==> src/rtl/req_encoder_hs.sv <==
// Sequential N-to-log2(N) request encoder with a valid/ready output handshake.
// Define REQ_ENCODER_ROUND_ROBIN_EN for round-robin selection (default: fixed priority, bit 0 highest).
module req_encoder_hs #(
  parameter int N = 4,
  parameter int W = 2
) (
  input  logic         clk,
  input  logic         rst_n,
  input  logic [N-1:0] x,
  output logic [W-1:0] y,
  output logic         valid,
  input  logic         ready,
  output logic [N-1:0] pending,
  output logic         overflow
);

  typedef enum logic {
    IDLE = 1'b0,
    HOLD = 1'b1
  } state_e;

  state_e       state_q, state_d;
  logic [W-1:0] y_q, y_d;
  logic [N-1:0] pending_q, pending_d;
  logic         overflow_q, overflow_d;

  logic         accept;
  logic [N-1:0] clr;
  logic [N-1:0] cand;
  logic [W-1:0] sel_idx;

  assign accept = (state_q == HOLD) && ready;

  // The offered index stays in pending until accepted, so a clear only ever
  // targets the bit currently on y.
  always_comb begin
    clr = '0;
    if (accept) clr = {{(N-1){1'b0}}, 1'b1} << y_q;
  end

  // A set from x is OR-ed in after the clear, so a same-cycle re-request re-arms the bit.
  assign cand      = (pending_q & ~clr) | x;
  assign pending_d = cand;

  // Duplicates include x bits matching the offered-but-unaccepted y.
  assign overflow_d = overflow_q | (|(x & pending_q & ~clr));

`ifdef REQ_ENCODER_ROUND_ROBIN_EN
  logic [W-1:0] ptr_q, ptr_d;
  logic [W-1:0] base;
  logic [W-1:0] pos;
  logic         found;

  // Search from the index just accepted, so back-to-back grants rotate without a bubble.
  assign base  = accept ? y_q : ptr_q;
  assign ptr_d = accept ? y_q : ptr_q;

  always_comb begin
    // NOTE: every always_comb output gets a default first so no path infers a latch.
    sel_idx = '0;
    pos     = '0;
    found   = 1'b0;
    for (int k = 1; k <= N; k++) begin
      pos = base + W'(k);  // W-bit add wraps modulo N
      if (!found && cand[pos]) begin
        sel_idx = pos;
        found   = 1'b1;
      end
    end
  end

  always_ff @(posedge clk or negedge rst_n) begin
    if (!rst_n) ptr_q <= W'(N - 1);
    else        ptr_q <= ptr_d;
  end
`else
  always_comb begin
    sel_idx = '0;
    for (int i = N - 1; i >= 0; i--) begin
      if (cand[i]) sel_idx = W'(i);
    end
  end
`endif

  always_comb begin
    state_d = state_q;
    y_d     = y_q;
    unique case (state_q)
      IDLE: begin
        if (|cand) begin
          y_d     = sel_idx;
          state_d = HOLD;
        end
      end
      HOLD: begin
        // Without ready, y is frozen; new requests only accumulate in pending.
        if (ready) begin
          if (|cand) y_d = sel_idx;
          else       state_d = IDLE;
        end
      end
      default: state_d = IDLE;
    endcase
  end

  always_ff @(posedge clk or negedge rst_n) begin
    if (!rst_n) begin
      state_q    <= IDLE;
      y_q        <= '0;
      pending_q  <= '0;
      overflow_q <= 1'b0;
    end else begin
      // NOTE: sequential state uses non-blocking assignments so all flops update from pre-edge values.
      state_q    <= state_d;
      y_q        <= y_d;
      pending_q  <= pending_d;
      overflow_q <= overflow_d;
    end
  end

  assign y        = y_q;
  assign valid    = (state_q == HOLD);
  assign pending  = pending_q;
  assign overflow = overflow_q;

endmodule

==> config.mk <==
export PLATFORM = sky130hd
export DESIGN_NAME = req_encoder_hs
export DESIGN_NICKNAME = d
export VERILOG_FILES = /design/src/rtl/req_encoder_hs.sv
export SDC_FILE = /design/constraint.sdc
export NUM_CORES = 1
export LEC_CHECK = 0
export ABC_AREA = 1
export CORE_AREA = 3 3 40 42
export DETAILED_ROUTE_END_ITERATION = 7
export DIE_AREA = 0 0 43 45
export SLEW_MARGIN = 10
export SYNTH_ARGS = -nofsm -noshare
export SYNTH_HDL_FRONTEND = slang
export SYNTH_SLANG_ARGS = --single-unit
==> constraint.sdc <==
create_clock -name clk -period 1.6 [get_ports clk]
set_input_delay 0.32 -clock clk [delete_from_list [all_inputs] [get_ports clk]]
set_output_delay 0.32 -clock clk [all_outputs]
set_load 0.02 [all_outputs]
== Word-level counts from Yosys, hierarchy flattened ==
Index checks and enable logic that the tools add are counted.
Storage, ports and cells
  flip-flop bits (word level): 8
  input port bits: 7
  logic and storage cells: 27
Operators by class
  equality and inequality tests: 1
  shift-type cells: 1
  multiplexer cells: 11
  bitwise logic cells: 7
  reductions and logical operators: 3
Operators with widths (number)
  $and A4 B4 Y4: 3
  $mux W2: 6
  $reduce_or A4 Y1: 2
  $mux W4: 1
  $not A4 Y4: 1
  $or A4 B4 Y4: 1
  $pmux W2 S2: 1
  $shl A1 B2 Y4 const A: 1
  $mux W1: 2
  $ne A2 B2 Y1 const B: 1
  $pmux W1 S2: 1
  $logic_and A1 B1 Y1: 1
  $not A1 Y1: 1
  $or A1 B1 Y1: 1

== Depth between registers and ports, before layout ==
Gate-level depths: netlist (run 1).
  depth after elaboration: 12
  gate-level depth with buffers: 9
  mapped depth without buffers: 9

== Worst setup path before layout (run 1) ==
OpenSTA, ideal clock, no wires.
  path kind: flip-flop to flip-flop
  from: register y_q[1], in the netlist y[1]
  to: register y_q[0], in the netlist y[0]
  data arrival time: 1151 ps
  setup slack: 331 ps
  stages on the path, launching flop included: 10
  path buffers: 0
  clock period less this slack: 1269 ps
  cell sequence: dfrtp_1 > inv_1 > nor2_2 > nand2_2 > nand2_2 > nand2_2 > o21ai_2 > nand2_1 > nand2_1 > nand2_1
On the way
  elaborated cells between the ends (all ways): 13
RTL lines
  start, declared: RTL line 23  | logic [W-1:0] y_q, y_d;
  start signal, assigned: RTL line 115  | y_q <= y_d;
  $shl A1 B2 Y4 *: RTL line 38  | if (accept) clr = {{(N-1){1'b0}}, 1'b1} << y_q;
  $mux W4 *: RTL line 38
  $not A4 Y4 *: RTL line 42  | assign cand = (pending_q & ~clr) | x;
  $and A4 B4 Y4 *: RTL line 42
  $or A4 B4 Y4 *: RTL line 42
  via cand[2]: RTL line 29  | logic [N-1:0] cand;
  $mux W2 (3 in a row): RTL line 80  | if (cand[i]) sel_idx = W'(i);
  $mux W2 *: RTL line 90, 98
  $mux W2: RTL line 97  | if (ready) begin
  $pmux W2 S2 *: RTL line 88  | unique case (state_q)
Mark *: on every way through the listed nets, which the timed path passes. The rest lies on a longest branch. The select of a mux whose other input is x is not followed.
A chain may end at the register's enable or synchronous reset.

== Final worst setup path (run 1) ==
  from: register overflow_q, in the netlist overflow
  to: output overflow
RTL lines
  start, declared: RTL line 25  | logic overflow_q, overflow_d;
  start signal, assigned: RTL line 117  | overflow_q <= overflow_d;
  end, declared: RTL line 14  | output logic overflow
No word-level cell between the ends.

==> results of run 1 <==
## worst min-delay path by stage
| stage | startpoint | end | cells past startpoint |
|---|---|---|---|
| floorplan | rst_n | overflow$_DFF_PN0_ | 0 |
| global placement | overflow$_DFF_PN0_ | overflow$_DFF_PN0_ | 2 |
| detailed placement | overflow$_DFF_PN0_ | overflow$_DFF_PN0_ | 2 |
| CTS | rst_n | overflow$_DFF_PN0_ | 1 |
| global route | rst_n | overflow$_DFF_PN0_ | 1 |
| finish | rst_n | overflow$_DFF_PN0_ | 1 |
## what timing repair did
action	CTS	global route
resized for setup	1	4
setup endpoints to repair	1	4
endpoints found under the hold margin	0	0
cloned	0	0
## layout make-up
cell class / count / area (um^2)
Tap cell: 15 / 18.8
Sequential cell: 8 / 200
Fill cell: 128 / 632
Multi-Input combinational cell: 33 / 191
Timing Repair Buffer: 19 / 186
Inverter: 9 / 33.8
Clock buffer: 3 / 22.5
## registers in the layout, summed over array words and instances (netlist names)
signal    count
overflow      1
pending       4
valid         1
y             2
## power by group through the flow
stage	Clock [W]	Combinational [W]	Sequential (W)
after global placement	0	0.000141	0.000227
after detailed placement	0	0.000143	0.000227
after CTS	0.000159	0.000142	0.000224
final	0.000153	0.000139	0.000224
after floorplan	0	0.0000535	0.000243
after global routing	0.000178	0.000153	0.000225
## cells by family (layout without fill, tap and decap cells)
logic type             after synthesis  in the layout
AOI/OAI and AO/OA                    9              9
DFF                                  8              8
and+or+nand+nor                     24             24
buffers and inverters                9             31
## cell usage in the layout (no fill, tap or decap), types with 2 or more instances in the layout
cell type and n:
sky130_fd_sc_hd__a21oi_1 3, sky130_fd_sc_hd__inv_1 8, sky130_fd_sc_hd__dfrtp_1 8, sky130_fd_sc_hd__nand2_2 4, sky130_fd_sc_hd__clkdlybuf4s50_1 9, sky130_fd_sc_hd__o21ai_2 2
sky130_fd_sc_hd__nand2_1 9, sky130_fd_sc_hd__nand2_4 2, sky130_fd_sc_hd__nor2_2 2, sky130_fd_sc_hd__nand4_1 2, sky130_fd_sc_hd__dlymetal6s2s_1 4, sky130_fd_sc_hd__buf_4 5
sky130_fd_sc_hd__nor2_1 3, sky130_fd_sc_hd__clkbuf_4 3
## per-stage QoR
stage,total power [W],hold slack (ps),util [%]
3_3_place_gp,0.000368,457,48.4
4_1_cts,0.000525,374,50.0
5_1_grt,0.000556,375,50.8
2_1_floorplan,0.000297,24.4,-
3_5_place_dp,0.000370,465,48.4
6_report,0.000516,360,50.8
## metal layers
metal | vias to the layer above | GRT usage (%)
met2 | 15 | 21.0
met1 | 177 | 14.8
met5 | - | 0
li1 | 205 | -
met3 | 2 | 4.78
met4 | 0 | 9.04
==> results.md, run 1 <==
- Chain of cells forming the critical path: clkdlybuf4s50_1
- Remaining Overflow, GRT: 0
- Final worst-path cycle share: 95.2%
- Worst clock skew: 0.322 ps
- Flop-to-flop setup slack: 260 ps
- CP Data Arrival Time: 1200 ps
- Post-synthesis share of cell area spent on xor and xnor gates: 0%
- Leading cell types by total area after synthesis: sky130_fd_sc_hd__dfrtp_1 47%, sky130_fd_sc_hd__nand2_1 7.9%, sky130_fd_sc_hd__inv_1 7.1%
- Placed Instance Area: 622 um^2
- Biggest area consumer among synthesized cells: sky130_fd_sc_hd__dfrtp_1
- Share of power burned in the clock network: 29.7%
- Main combinational cell family by area after synthesis: simple AND/OR/NAND/NOR gates
- Final GP Congestion: 0.758
- Cts bufs inserted: 3
- First-pass detailed-route iteration total: 4
- Initial Util: 33.1%
- Met3 Routed Length: 55 um
- DRT met1 WL: 433 um
- Final TNS setup: 0 ps
- Count of antenna diodes in the layout: 0
- Logic depth of the worst path, buffers included: 1
- Area of the mapped netlist: 425 um^2
- Detailed-route DRC error count: 0
- Total global-route track usage: 13.2%
- Setup WS pre-CTS: -87.1 ps
- Die span in y: 45 um
- Transition time at the pin with the least slew margin: 391 ps
- Critical path capture point type: primary output
- CTS tree: built
- Via count of the routed design: 399
- Signed area change from the synthesized netlist to the final layout: 53.5%
- FF-to-FF End: y[0]$_DFFE_PN0P_
- Count of flip-flops with a built-in enable after synthesis: 0
- Insertion delay to the later sink of the worst-skew pair: 250 ps
- Worst setup path endpoint: overflow
- Clock-pin slew reported for the worst setup and hold paths after clock tree synthesis: 50 ps
- Final Max Tran Viols: 0
- Setup-violating endpoint count in the final report: 0
- Distinct cell type count of the synthesized netlist: 17
- Max rail drop VDD: 296 uV
- Mux cell area share after synthesis: 0%
- Wire length of the first global-routing pass: 1810 um
- Worst reg2reg path depth: 9
- Remaining antenna violation count: 0
- Worst path top cell family by delay: buffers and inverters
- Fraction of post-synthesis cell area in the top cell type by area: 47.1%
- Buffers and inverters on the worst path: 1
- Launch instance of the worst register-to-register path: y[0]$_DFFE_PN0P_
- Routed wl met2: 523 um
- Post-synthesis share of cell area spent on full adders, half adders and majority gates: 0%
- Required time of the critical path: 1280 ps
- Ratio of cells with drive above 1 in the final layout: 27.8%
- Most frequently used cell type in the post-synthesis netlist: sky130_fd_sc_hd__nand2_1
- Post-synthesis simple-gate area fraction: 30.0%
- Logic pwr share: 27.0%
- Horizontal die dimension: 43 um
- Post-route design area: 653 um^2
- Register share of total power: 43.4%
- Hold/Removal Path Class: in2async
- Placed insts: 84
- Critical-path cell with the highest stage delay: sky130_fd_sc_hd__clkdlybuf4s50_1
- Start-to-end type of the worst setup path: reg2out
- Int Pwr: 0.000365 W
- Seq/Total Area, Yosys: 47.1%
- Number of buffers on the longest clock path: 2
- Hold buffer count at CTS: 0
- Run status: completed
- Start point of the critical path: overflow$_DFF_PN0_
- Number of global-route vias before repair: 439
- Category of the worst setup path launch point: register
- Detailed Route Iter0 Violations: 9
- F_max: 0.656 GHz
- Highest metal used: met4
- Final Net Count: 81
- Depth of the CTS H-tree: 1
- Synth cell count leaders: 9 x sky130_fd_sc_hd__nand2_1, 8 x sky130_fd_sc_hd__dfrtp_1, 8 x sky130_fd_sc_hd__inv_1
- Wire per inst: 11.7 um
- Vias per inst: 4.59
- IO buf count: 14
- Area fraction in compound gates after synthesis: 15.0%
- Final period demand of the worst path: 1520 ps
- Total Routed Length: 1020 um
- Ports: 15
- Final number of hold-violating endpoints: 0
- Number of antenna violations at the first check in global routing: 0
- Clock tree sinks: 8
- Leak: 0.340 nW
- Sw Ratio: 29.1%
- Switching power of the nets: 0.000150 W
- # rows: 13
- Postcts setup bufs: 0
- Net count after synthesis: 57
- Flops & latches, synth: 8
- Overall die area: 1940 um^2
- Share of flip-flops with an asynchronous set or reset after synthesis: 100%
- Pin count of the biggest net entering global routing: 9
- Number of warnings reported in the yosys synthesis log: 0
- Largest stage delay on the critical path: 610 ps
- Max_slew headroom: 73.8%
- Final worst-path setup slack: 76.4 ps
- Largest fanout of any net on the critical path: 2
- Most frequently used flop master after synthesis: sky130_fd_sc_hd__dfrtp_1
- Buffer cell driving the clock tree root: sky130_fd_sc_hd__clkbuf_4
- Setup repair after global routing missed its margin: false
- Average cell area after synthesis: 8.51 um^2
- Cells after Synth: 50
- Floorplan core area: 1280 um^2
- Power density over cell area: 789 nW/um^2
- Number of standard cells in the layout, taps in and fillers out: 87
- Max-capacitance violation count: 0
- Post-DP HPWL: 836 um
No activity file was read; power rests on OpenSTA's default activity.
==> run 2: changes to the inputs <==
==> constraint.sdc (replaced) <==
create_clock -name clk -period 1.6 [get_ports clk]
set_input_delay 0.4 -clock clk [delete_from_list [all_inputs] [get_ports clk]]
set_output_delay 0.4 -clock clk [all_outputs]
set_load 0.02 [all_outputs]
==> results.md, run 2 (synthesis gave the netlist of run 1 again) <==
- Setup-violating endpoint count in the final report: 0 (unchanged)
- IO buf count: 14 (unchanged)
- Final GP Congestion: 0.747 (-1.5%)
- Category of the worst setup path launch point: input port
- Post-route design area: 648 um^2 (-0.77%)
- Max-capacitance violation count: 0 (unchanged)
- Critical path capture point type: register
- Insertion delay to the later sink of the worst-skew pair: 260 ps (about the same)
- Clock tree sinks: 8 (unchanged)
- Max rail drop VDD: 368 uV (+25%)
- Chain of cells forming the critical path: clkdlybuf4s50_1, nand2_2, inv_2, nand2_2, nand2_4, nand2_4, o21ai_2, nand2_1, nand2_1, nand2_1
- Worst path top cell family by delay: buffers and inverters
- Total global-route track usage: 12.0% (-1.2 points)
- Detailed Route Iter0 Violations: 5 (-4)
- Number of antenna violations at the first check in global routing: 0 (unchanged)
- Via count of the routed design: 411 (+3.0%)
- Largest fanout of any net on the critical path: 3 (+1)
- Filler cell count: 126 (-1.6%)
- Most used cells in the layout excluding fill and tap cells: 8 x sky130_fd_sc_hd__inv_1, 8 x sky130_fd_sc_hd__nand2_1, 8 x sky130_fd_sc_hd__dfrtp_1, 7 x sky130_fd_sc_hd__dlygate4sd2_1
- Cts bufs inserted: 3 (unchanged)
- Placed Instance Area: 629 um^2 (+1.2%)
- Final Net Count: 82 (+1.2%)
- Number of global-route vias before repair: 408 (-7.1%)
- Detailed-route DRC error count: 0 (unchanged)
- Pin count of the biggest net entering global routing: 9 (unchanged)
- Leak: 0.313 nW (-7.9%)
- Ports: 15 (unchanged)
- Die span in y: 45 um (unchanged)
- Final Max Tran Viols: 0 (unchanged)
- Floorplan core area: 1280 um^2 (unchanged)
- Overall die area: 1940 um^2 (unchanged)
- CP Data Arrival Time: 1620 ps (+420 ps)
- Remaining Overflow, GRT: 0 (unchanged)
- Clock-pin slew reported for the worst setup and hold paths after clock tree synthesis: 60 ps (about the same)
- FF-to-FF End: y[0]$_DFFE_PN0P_
- Launch instance of the worst register-to-register path: y[0]$_DFFE_PN0P_
- Hold/Removal Path Class: in2async
- Largest stage delay on the critical path: 520 ps (-90 ps)
- Count of antenna diodes in the layout: 0 (unchanged)
- Buffers and inverters on the worst path: 2 (+1)
- Flop-to-flop setup slack: 270 ps (about the same)
- Wire per inst: 11.3 um (-3.6%)
- Run status: completed
- Core utilization of the finished layout: 50.4% (-0.39 points)
- Power density over cell area: 804 nW/um^2 (+1.9%)
- Buffer cell driving the clock tree root: sky130_fd_sc_hd__clkbuf_4
- Final worst-path cycle share: 92.2% (-3.1 points)
- Start point of the critical path: ready
- Signed area change from the synthesized netlist to the final layout: 52.4%
- F_max: 0.678 GHz (+3.3%)
- Setup repair after global routing missed its margin: false
- Wire length of the first global-routing pass: 1680 um (-7.6%)
- Critical-path cell with the highest stage delay: sky130_fd_sc_hd__clkdlybuf4s50_1
- Max_slew headroom: 74.5% (+0.66 points)
- Transition time at the pin with the least slew margin: 381 ps (-9.82 ps)
- Depth of the CTS H-tree: 1 (unchanged)
- Initial Util: 33.1% (unchanged)
- Remaining antenna violation count: 0 (unchanged)
- Final number of hold-violating endpoints: 0 (unchanged)
- Ratio of cells with drive above 1 in the final layout: 30.1% (+2.4 points)
- Post-DP HPWL: 795 um (-4.9%)
- First-pass detailed-route iteration total: 4 (unchanged)
- Start-to-end type of the worst setup path: in2reg
- Vias per inst: 4.67 (+1.8%)
- Flip-flop count of the largest register after layout: 4 (unchanged)
- # rows: 13 (unchanged)
- Worst reg2reg path depth: 9 (unchanged)
- Final period demand of the worst path: 1470 ps (-48.9 ps)
- Worst path most repeated cell: sky130_fd_sc_hd__nand2_1
- CTS tree: built
- Number of buffers on the longest clock path: 2 (unchanged)
- Horizontal die dimension: 43 um (unchanged)
- Required time of the critical path: 1750 ps (+470 ps)
- Worst clock skew: 9.16 ps (+8.84 ps)
- Total Routed Length: 997 um (-2.4%)
-- run 2: changes by cell type in the layout (fill, tap and decap cells not counted) --
cell                              previous run  this run
sky130_fd_sc_hd__dlymetal6s2s_1              4         1
sky130_fd_sc_hd__dlygate4sd2_1               1         7
sky130_fd_sc_hd__clkdlybuf4s50_1             9         6
sky130_fd_sc_hd__nand2_2                     4         5
sky130_fd_sc_hd__nand2_1                     9         8
sky130_fd_sc_hd__buf_4                       5         6
-- run 2: repair_timing --
action | in CTS | in global routing
buffers inserted | 0 | 0
resized for setup | 7 | 2
pin swaps | 0 | 2
endpoints found under the setup margin | 7 | 2
hold buffers | 0 | 0
-- run 2: how the worst max path moves through the flow --
stage | end | depth (start not counted) | slack, ps
3_5_place_dp | y[0]$_DFFE_PN0P_ | 10 | -170
6_report | y[0]$_DFFE_PN0P_ | 10 | 130
2_1_floorplan | y[0]$_DFFE_PN0P_ | 9 | 330
3_3_place_gp | y[0]$_DFFE_PN0P_ | 10 | -150
5_1_grt | y[0]$_DFFE_PN0P_ | 10 | 20
4_1_cts | pending[1] | 1 | 1
-- run 2: per-layer routing --
metal / up-vias / track usage (%) / routed length (um)
met5: - / 0 / 0
met4: 0 / 10.2 / 19
met3: 3 / 2.79 / 37
met2: 10 / 19.2 / 486
met1: 186 / 13.5 / 453
li1: 212 / - / -
-- run 2: area by class of cell --
cell class	count	area (um^2)	share of cell area [%]
timing repair buffer	20	179	27.6
clock buffer	3	22.5	3.47
inverter	9	33.8	5.21
sequential	8	200	30.9
multi-input combinational	33	194	29.9
tap	15	18.8	2.90
-- run 2: where the power goes --
part,leakage (nW),internal [W],switching (W)
clock network,0.0138,0.0000863,0.0000754
registers,0.0809,0.000214,0.00000900
logic,0.219,0.0000629,0.0000737
total,0.313,0.000363,0.000158
-- run 2: stage by stage --
stage	cells	setup TNS, ps	hold slack [ps]	worst slack, ps	power (W)
after detailed placement	85	-469	465	-166	0.000371
after CTS	88	0	435	0.968	0.000524
after global placement	85	-382	458	-146	0.000370
final	88	0	419	125	0.000521
after floorplan	50	0	104	331	0.000297
after global routing	88	0	437	22.7	0.000551
==> RTL change 1: new RTL, settings of run 1 <==
The option `REQ_ENCODER_ROUND_ROBIN_EN` is turned on by a define.
--- a/src/rtl/req_encoder_hs.sv
+++ b/src/rtl/req_encoder_hs.sv
@@ -1,5 +1,7 @@
 // Sequential N-to-log2(N) request encoder with a valid/ready output handshake.
 // Define REQ_ENCODER_ROUND_ROBIN_EN for round-robin selection (default: fixed priority, bit 0 highest).
+`define REQ_ENCODER_ROUND_ROBIN_EN
+
 module req_encoder_hs #(
   parameter int N = 4,
   parameter int W = 2
Check against the original RTL: not equivalent (Yosys sat finds a counterexample within 4 cycles, from zero or initial values and one cycle with rst_n low).
==> RTL change 1 against run 1 <==
  * The flow now stops in 5_1_grt
  * Area after synthesis rose by 75%
==> RTL change 1: results (changes against run 1) <==
cts bufs inserted 3 (unchanged); Synth warnings 0 (unchanged); Commonest cells post-synth nand2_1, nand3_1, nand2_2; clock root buffer clkbuf_4; GP Congestion 0.8963 (+18%); Port Buffers 14 (unchanged); ranking of synthesized cells by area dfrtp_1, nand2_1, nand3_1; Post-CTS Resized 16 (+15); CTS Buffer Depth 2 (unchanged); H-tree depth 1 (unchanged); synthesis-stage register bit count 10 (+2); post-synth net total 113 (+98%); worst-path endpoint after global-route repair_timing y[1]$_DFFE_PN0P_/D; cell accounting for the most synthesized area dfrtp_1; Failed at 5_1_grt; status did not finish; ys async rst share 100.0% (unchanged); tool error [ERROR DPL-0038] Utilization greater than 100%, impossible to legalize; worst ep type register input; sequential share of the synthesized area 34.01% (-13 points); count of distinct cell types in the synthesized netlist 19 (+2); Post-CTS Repair Setup Buffers 3 (+3); post-detail-place hpwl 1534 um (+83%); pin count of the biggest net entering global routing 11
-- RTL change 1: cell types whose count changed after synthesis, sizes merged, moves of 2 or more --
| cell | change |
|---|---|
| nand3 | +22 |
| nand4 | -2 |
| nor2 | +4 |
| inv | +2 |
| dfstp | +2 |
| a21oi | -2 |
| nand2 | +30 |
-- RTL change 1: cells by family after synthesis --
group | Yosys count | share of synthesized area, %
AO/OA/AOI/OAI | 7 | 7.407
buffers and inverters | 11 | 5.556
flip-flops | 10 | 34.01
AND/OR/NAND/NOR | 78 | 53.03
-- RTL change 1: through the flow --
| step | std cells | TNS [ps] | worst slack [ps] | utilization, % | cell area (um^2) |
|---|---|---|---|---|---|
| CTS | 155 | 0 | 1.456 | 84.42 | 1085 |
| floorplan | 106 | 0 | 22.83 | - | 743.2 |
| detailed placement | 148 | -1649 | -521.8 | 78.77 | 1012 |
| global placement | 148 | -1291 | -453.7 | 78.77 | 1012 |
==> RTL change 2: new RTL, flow settings as in run 1 <==
Without the edit above. `pending_q` no longer has a reset.
--- a/src/rtl/req_encoder_hs.sv
+++ b/src/rtl/req_encoder_hs.sv
@@ -107,15 +107,17 @@
     if (!rst_n) begin
       state_q    <= IDLE;
       y_q        <= '0;
-      pending_q  <= '0;
       overflow_q <= 1'b0;
     end else begin
       // NOTE: sequential state uses non-blocking assignments so all flops update from pre-edge values.
       state_q    <= state_d;
       y_q        <= y_d;
-      pending_q  <= pending_d;
       overflow_q <= overflow_d;
     end
+  end
+
+  always_ff @(posedge clk) begin
+    pending_q <= pending_d;
   end
 
   assign y        = y_q;
Function: changed (a bounded check fails within 4 cycles, from zero or initial values and one cycle with rst_n low).
==> RTL change 2 against run 1 <==
  * Worst setup slack got worse by 42 ps
  * Global-route usage fell by 3.5 points
  * Wire length fell by 13%
  * Area after synthesis fell by 4.7%
  * Sequential cell count did not move
  * Power fell by 0.41%
  * Final area fell by 7.5%
==> RTL change 2: results (changes against run 1) <==
Crit path arrival time 1250 ps (+50 ps); main flop type after synthesis dfxtp_1; post-detail-place hpwl 697.9 um (-17%); LEAKAGE 0.3059 nW (-10%); worst slew pin tran 241.1 ps (-149.9 ps); worst skew pair latency 250 ps (about the same); Antenna diodes 0 (unchanged); count of distinct cell types in the synthesized netlist 18 (+1); status finished clean; routed wire length 887 um (-13%); DP Area 571.8 um^2 (-8.0%); GP Congestion 0.7214 (-4.8%); GRT Util Overall 9.683% (-3.5 points); Worst-path clk slew 60 ps; ys async rst share 50.00% (-50 points); H-tree depth 1 (unchanged); Switching Share 29.62% (+0.48 points); ranking of synthesized cells by area dfrtp_1, dfxtp_1, nand2_1; max reg flops 4 (unchanged); via/cell ratio 4.321 (-5.8%); clk_skew 3.570 ps (+3.248 ps); sequential share of the synthesized area 44.44% (-2.6 points); vias in the first global route 311 (-29%); # nets final 77 (-4.9%); DP Worst Slack -91.62 ps (-4.558 ps); VDD IR-drop max 0.3763 mV (+27%); pin count of the biggest net entering global routing 7 (-2); share of layout cells above drive strength 1 23.19% (-4.6 points); Commonest cells post-synth nand2_1, inv_1, dfrtp_1, dfxtp_1, nand2_2; global-route wire length before repair 1345 um (-26%); initial antenna violation count 0 (unchanged); initial DRC count 12 (+3)
==> RTL change 2: cell types whose count changed in the layout (fill, tap and decap cells not counted), sizes merged <==
cell	delta
buf	-4
clkdlybuf4s50	+1
dfxtp	+4
dlymetal6s2s	-1
clkbuf	+1
dfrtp	-4
==> RTL change 2: repair_timing <==
action / CTS / global route
hold buffers: 0 / 0
resized for setup: 1 / 3
endpoints found under the setup margin: 1 / 3
hold endpoints to repair: 0 / 0
==> RTL change 2: stage by stage <==
step                      cells  total power (W)
after global routing         84        0.0005387
after CTS                    84        0.0005204
final                        84        0.0005135
after detailed placement     80        0.0003500
after floorplan              50        0.0002958
after global placement       80        0.0003485
==> RTL change 2: power groups by stage <==
| stage | logic (W) | registers [W] | clock network [W] |
|---|---|---|---|
| 3_5_place_dp | 0.000120 | 0.000230 | 0 |
| 5_1_grt | 0.000127 | 0.000228 | 0.000184 |
| 3_3_place_gp | 0.000119 | 0.000230 | 0 |
| 4_1_cts | 0.000119 | 0.000226 | 0.000176 |
| 6_report | 0.000116 | 0.000225 | 0.000172 |
| 2_1_floorplan | 0.0000534 | 0.000242 | 0 |
==> RTL change 2: layout make-up <==
type                            instances  area (um^2)
Fill cell                             141        680.7
Timing Repair Buffer                   15        153.9
Clock buffer                            4        26.28
Multi-Input combinational cell         33        191.4
Inverter                                9        33.78
Sequential cell                         8        180.2
Tap cell                               15        18.77
==> RTL change 2: worst paths after layout <==
| check | slack, ps | endpoint | depth (start not counted) | from |
|---|---|---|---|---|
| hold reg to reg | 470 | overflow | 2 | overflow |
| hold / removal | 270 | overflow | 1 | rst_n |
| min in group clk | 470 | overflow | 2 | overflow |
| setup / recovery | 30 | pending[0] | 1 | pending[0] |
| setup reg to reg | 350 | y[0] | 8 | y[1] |
| max in group asynchronous | 1160 | valid | 1 | rst_n |
==> RTL change 2: cells by family (layout without fill, tap and decap cells) <==
kind of cell	count (synthesis)	in the layout	share of synthesized area, %
and+or+nand+nor	24	24	31.48
AOI/OAI and AO/OA	9	9	15.74
buffers and inverters	9	28	8.333
DFF	8	8	44.45
==> RTL change 2: layer usage <==
layer / GRT usage, % / wire [um] / share of wire [%] / vias to the layer above
met5: 0 / 0 / 0 / -
met4: 7.229 / 11 / 1.2 / 0
met3: 2.390 / 75 / 8.5 / 2
met2: 13.47 / 388 / 44 / 12
met1: 12.86 / 412 / 46 / 153
li1: - / - / - / 196
